--- config.mk ---
export PLATFORM = sky130hd
export DESIGN_NAME = sine_lookup_arbiter
export DESIGN_NICKNAME = d
export VERILOG_FILES = /design/src/rtl/sine_lookup_arbiter.sv
export SDC_FILE = /design/constraint.sdc
export NUM_CORES = 1
export LEC_CHECK = 0
export BUFFER_PORTS_ARGS = -buffer_cell sky130_fd_sc_hd__buf_2
export CAP_MARGIN = 20
export CORE_ASPECT_RATIO = 1.25
export CORE_UTILIZATION = 30
export DETAILED_ROUTE_END_ITERATION = 16
export GPL_TIMING_DRIVEN = 0
export SLEW_MARGIN = 10
export SYNTH_ARGS = -nofsm -noshare
export SYNTH_HDL_FRONTEND = slang
export SYNTH_SLANG_ARGS = --single-unit
--- constraint.sdc ---
create_clock -name clk -period 4.2 [get_ports clk]
set_clock_uncertainty 0.15 [all_clocks]
set_input_delay 0.63 -clock clk [delete_from_list [all_inputs] [get_ports clk]]
set_output_delay 0.63 -clock clk [all_outputs]
set_load 0.05 [all_outputs]
--- src/rtl/sine_lookup_arbiter.sv ---
// sine_lookup_arbiter: round-robin time-sharing of one sine lookup among NUM_REQ requesters, tagged responses
module sine_lookup_arbiter #(
  parameter int NUM_REQ     = 4,
  parameter int LUT_LATENCY = 3,
  parameter int ADDR_W      = 11,
  parameter int DATA_W      = 17,
  parameter int ID_W        = $clog2(NUM_REQ)
) (
  input  logic                      clk,
  input  logic                      reset,
  input  logic [NUM_REQ-1:0]        req_valid,
  input  logic [NUM_REQ*ADDR_W-1:0] req_addr,
  output logic [NUM_REQ-1:0]        req_ready,
  output logic [ADDR_W-1:0]         lut_addr,
  input  logic signed [DATA_W-1:0]  lut_data,
  output logic [NUM_REQ-1:0]        rsp_valid,
  output logic signed [DATA_W-1:0]  rsp_data,
  output logic [ID_W-1:0]           rsp_id,
  output logic                      busy
);
  logic [NUM_REQ-1:0] pend_q, pend_d, acc;
  logic [ADDR_W-1:0] paddr_q [NUM_REQ];
  logic [ID_W-1:0] rr_q, g;
  logic gv;
  logic [LUT_LATENCY:0] tv_q;
  logic [ID_W-1:0] tid_q [LUT_LATENCY+1];
  logic [ADDR_W-1:0] lut_addr_q;
  logic [NUM_REQ-1:0] rsp_valid_q;
  logic signed [DATA_W-1:0] rsp_data_q;
  logic [ID_W-1:0] rsp_id_q;
  logic busy_q;
  assign acc = req_valid & ~pend_q;
  always_comb begin
    gv = 1'b0;
    g = '0;
    for (int k = NUM_REQ - 1; k >= 0; k--) begin
      if (pend_q[(int'(rr_q) + k) % NUM_REQ]) begin
        gv = 1'b1;
        g = ID_W'((int'(rr_q) + k) % NUM_REQ);
      end
    end
    pend_d = (pend_q & ~(gv ? NUM_REQ'(1) << g : '0)) | acc;
  end
  // stage 0 of the tag pipe is loaded together with lut_addr; stage LUT_LATENCY lines up with lut_data
  always_ff @(posedge clk) begin
    if (reset) begin
      pend_q <= '0;
      rr_q <= '0;
      tv_q <= '0;
      lut_addr_q <= '0;
      rsp_valid_q <= '0;
      rsp_data_q <= '0;
      rsp_id_q <= '0;
      busy_q <= 1'b0;
      for (int i = 0; i <= LUT_LATENCY; i++) tid_q[i] <= '0;
      for (int i = 0; i < NUM_REQ; i++) paddr_q[i] <= '0;
    end else begin
      pend_q <= pend_d;
      for (int i = 0; i < NUM_REQ; i++) if (acc[i]) paddr_q[i] <= req_addr[i*ADDR_W +: ADDR_W];
      if (gv) begin
        lut_addr_q <= paddr_q[g];
        rr_q <= ID_W'((int'(g) + 1) % NUM_REQ);
      end
      tv_q <= {tv_q[LUT_LATENCY-1:0], gv};
      tid_q[0] <= g;
      for (int i = 1; i <= LUT_LATENCY; i++) tid_q[i] <= tid_q[i-1];
      rsp_valid_q <= tv_q[LUT_LATENCY] ? NUM_REQ'(1) << tid_q[LUT_LATENCY] : '0;
      if (tv_q[LUT_LATENCY]) begin
        rsp_data_q <= lut_data;
        rsp_id_q <= tid_q[LUT_LATENCY];
      end
      busy_q <= |pend_d | gv | |tv_q;
    end
  end
  assign req_ready = ~pend_q;
  assign lut_addr = lut_addr_q;
  assign rsp_valid = rsp_valid_q;
  assign rsp_data = rsp_data_q;
  assign rsp_id = rsp_id_q;
  assign busy = busy_q;
endmodule
==> impl_metrics.py <==
metrics = {
    "run_status": {
        "outcome": "complete, no violations",
    },
    "synthesis": {
        "avgSynthCellArea_sq_um": 11.8,
        "synthAdderAreaFrac": 0,
        "synth_area_sq_um": 3860,
        "yosys_warnings": 0,
        "synth_compound_area_frac": 0.105,
        "seq_area_frac_synth": 0.617,
        "synth.area.mux_share": 0.0778,
        "syn_nets": 395,
        "synthCells": 328,
        "synth_top_family_by_area": "simple AND/OR/NAND/NOR gates",
        "synthXorXnorAreaFrac": 0,
        "synth-simple-area-share": 0.164,
        "synthDistinctLibCells": 33,
        "ys_ff_latch": 97,
    },
    "clock_network": {
        "clk_latency_ps": 340,
        "cts_hold_buf": 0,
        "clkTransAtPathRegs_ps": 60,
        "cts.sinks": 97,
        "tritoncts": "done",
        "cts_made_buffers": 9,
        "htreeDepth": 3,
        "cts_buffer_depth": 2,
        "cts-root-buf": "clkbuf_16",
        "cts_resized": 0,
        "postCtsSetupRepairBufs": 0,
    },
    "route": {
        "vias": 2830,
        "routed_wl_microns": 8600,
        "final_antenna_net_count": 0,
        "vias_per_cell": 4.62,
        "drc_errors": 0,
        "post_drt_wl_per_cell_microns": 14.1,
        "firstDrtPassIters": 4,
        "drt_iter0_markers": 76,
    },
    "global_route": {
        "antenna_found_initial": 0,
        "grt_max_degree": 16,
        "track_usage": 0.135,
        "grt_pass1_wl_microns": 13200,
        "grt_pass1_vias": 2674,
        "overflow": 0,
    },
    "pwr": {
        "vdd_drop_max_v": 0.000189,
        "powerDensity_nw_per_um2": 486,
        "p_leak_nw": 2.03,
    },
    "floorplanning": {
        "core_sq_um": 12300,
        "die-area_sq_um": 13300,
        "boundaryPins": 106,
        "initial_core_util": 0.313,
        "die_w_microns": 103,
        "die_h_microns": 129,
        "num_rows": 45,
    },
    "setup_path": {
        "required_ps": 4020,
        "worstSetupEndpointType": "register",
        "r2r_start": "pend_q[0]",
        "arrival_ps": 2230,
        "reg2reg_depth": 7,
        "cp-start-kind": "input pin",
        "regToRegSetupSlack_ps": 2020,
        "crit_fanout": 11,
        "cp-startpoint": "reset",
        "cp-endpoint": "paddr_q[0][6]",
        "path_class": "input pin to register",
        "rr_endpoint": "lut_addr[0]",
    },
    "worst_hold_path": {
        "hp-class": "register to register",
    },
    "sta": {
        "fin_crit_sh": 0.573,
        "timing.final.max_slew_violations": 0,
        "max_slew_margin": 0.572,
        "fin_crit_ps": 2400,
        "fmax_mhz": 416,
        "worst_pin_slew_ps": 642,
        "setup_tns_ps": 0,
        "rsz0062_at_grt": "false",
        "setup_violations": 0,
        "hold_violations": 0,
    },
    "cells_and_area": {
        "final_cell_mix": "buf_2, dfxtp_1, nor2_1, and2_1, edfxtp_1",
        "stdcell_count": 612,
        "antenna_cells": 0,
        "fin_nets": 510,
        "syn_to_final_growth_pct": 26.5,
        "final_common_cell": "buf_2",
        "drive_gt1_frac": 0.299,
        "nFillCells": 1213,
    },
    "run": {
        "max_cap_viol_count": 0,
    },
    "placed_design": {
        "portBuffers": 104,
        "dp_cells": 596,
        "place_congestion": 0.829,
        "dp_hpwl_microns": 6480,
    },
}
[metrics by stage]
| step | hold WS (ps) | util | area [sq um] | total power, W | worst slack, ps |
|---|---|---|---|---|---|
| 6_report | 288 | 0.396 | 4880 | 0.00237 | 1800 |
| 5_1_grt | 309 | 0.396 | 4880 | 0.00248 | 1670 |
| 4_1_cts | 286 | 0.396 | 4880 | 0.00239 | 1770 |
| 3_5_place_dp | 272 | 0.372 | 4580 | 0.00159 | 1430 |
| 3_3_place_gp | 268 | 0.372 | 4580 | 0.00158 | 1450 |
| 2_1_floorplan | 264 | - | 3860 | 0.00145 | 1950 |
[worst min-delay path by stage]
stage                      from           to  slack (ps)  cells past startpoint
finish              tid_q[2][0]  tid_q[3][0]         290                      1
global route        tid_q[2][0]  tid_q[3][0]         310                      1
CTS                 tid_q[2][0]  tid_q[3][0]         290                      1
detailed placement  tid_q[2][0]  tid_q[3][0]         270                      1
global placement    tid_q[1][1]  tid_q[2][1]         270                      1
floorplan           tid_q[0][0]  tid_q[1][0]         260                      1
[synthesized netlist by cell type]
cell type,instances,area share
nor2_1,47,0.046
a41oi_1,1,0.0023
or4_1,1,0.0019
nand2_1,9,0.0088
a221o_1,1,0.0026
buf_1,2,0.0019
a221oi_1,11,0.025
buf_2,6,0.0078
nor3_1,3,0.0039
o21bai_1,2,0.0039
o221a_2,2,0.0058
inv_2,2,0.0019
nor4_2,1,0.0032
a311oi_2,1,0.0039
o32ai_1,11,0.025
buf_8,1,0.0039
nor2b_1,9,0.015
inv_1,5,0.0049
o32ai_2,1,0.0042
a211oi_1,1,0.0019
buf_6,1,0.0029
o2bb2ai_1,2,0.0045
dfxtp_1,53,0.27
a21oi_1,11,0.014
clkbuf_1,13,0.013
nand2b_1,8,0.013
o21ai_0,2,0.0026
edfxtp_1,44,0.34
nand3_1,1,0.0013
a311oi_4,1,0.0068
mux2i_1,30,0.078
and2_1,44,0.071
a211o_1,1,0.0023
[sequential cells by signal, summed over array words and instances (netlist names)]
name and count:
rsp_id 2, pend_q 4, tv_q 4, paddr_q 44, lut_addr 11, rsp_data 17
rsp_valid 4, busy 1, rr_q 2, tid_q 8
[routing by layer]
metal	wire [microns]	vias up	GRT usage
li1	-	1389	-
met1	3760	1310	0.160
met2	4000	109	0.220
met3	553	22	0.0364
met4	290	0	0.0696
met5	0	-	0
[cell type report]
class	instances	area [sq um]	area share
buffer	23	113	0.0231
clock buffer	11	243	0.0497
clock inverter	5	55.1	0.0113
inverter	7	26.3	0.00538
multi-input combinational	201	1340	0.274
sequential	97	2380	0.488
tap	164	205	0.0420
timing repair buffer	104	520	0.107
[worst max-delay path: stages]
cell	delay, ps
clkbuf_1	320
clkbuf_1	330
clkbuf_1	380
nand2b_1	550
[logic make-up (layout without fill, tap and decap cells)]
kind of cell           Yosys count  after routing
muxes                           30             30
AOI/OAI and AO/OA               48             48
and+or+nand+nor                123            123
DFF                             97             97
buffers and inverters           30            150
[power by group]
group	total, W	internal (W)	switching [W]
combinational	0.000458	0.000153	0.000305
sequential	0.00111	0.00107	0.0000353
clock	0.000806	0.000475	0.000331
Note: power is estimated with default switching activity, not from simulation.
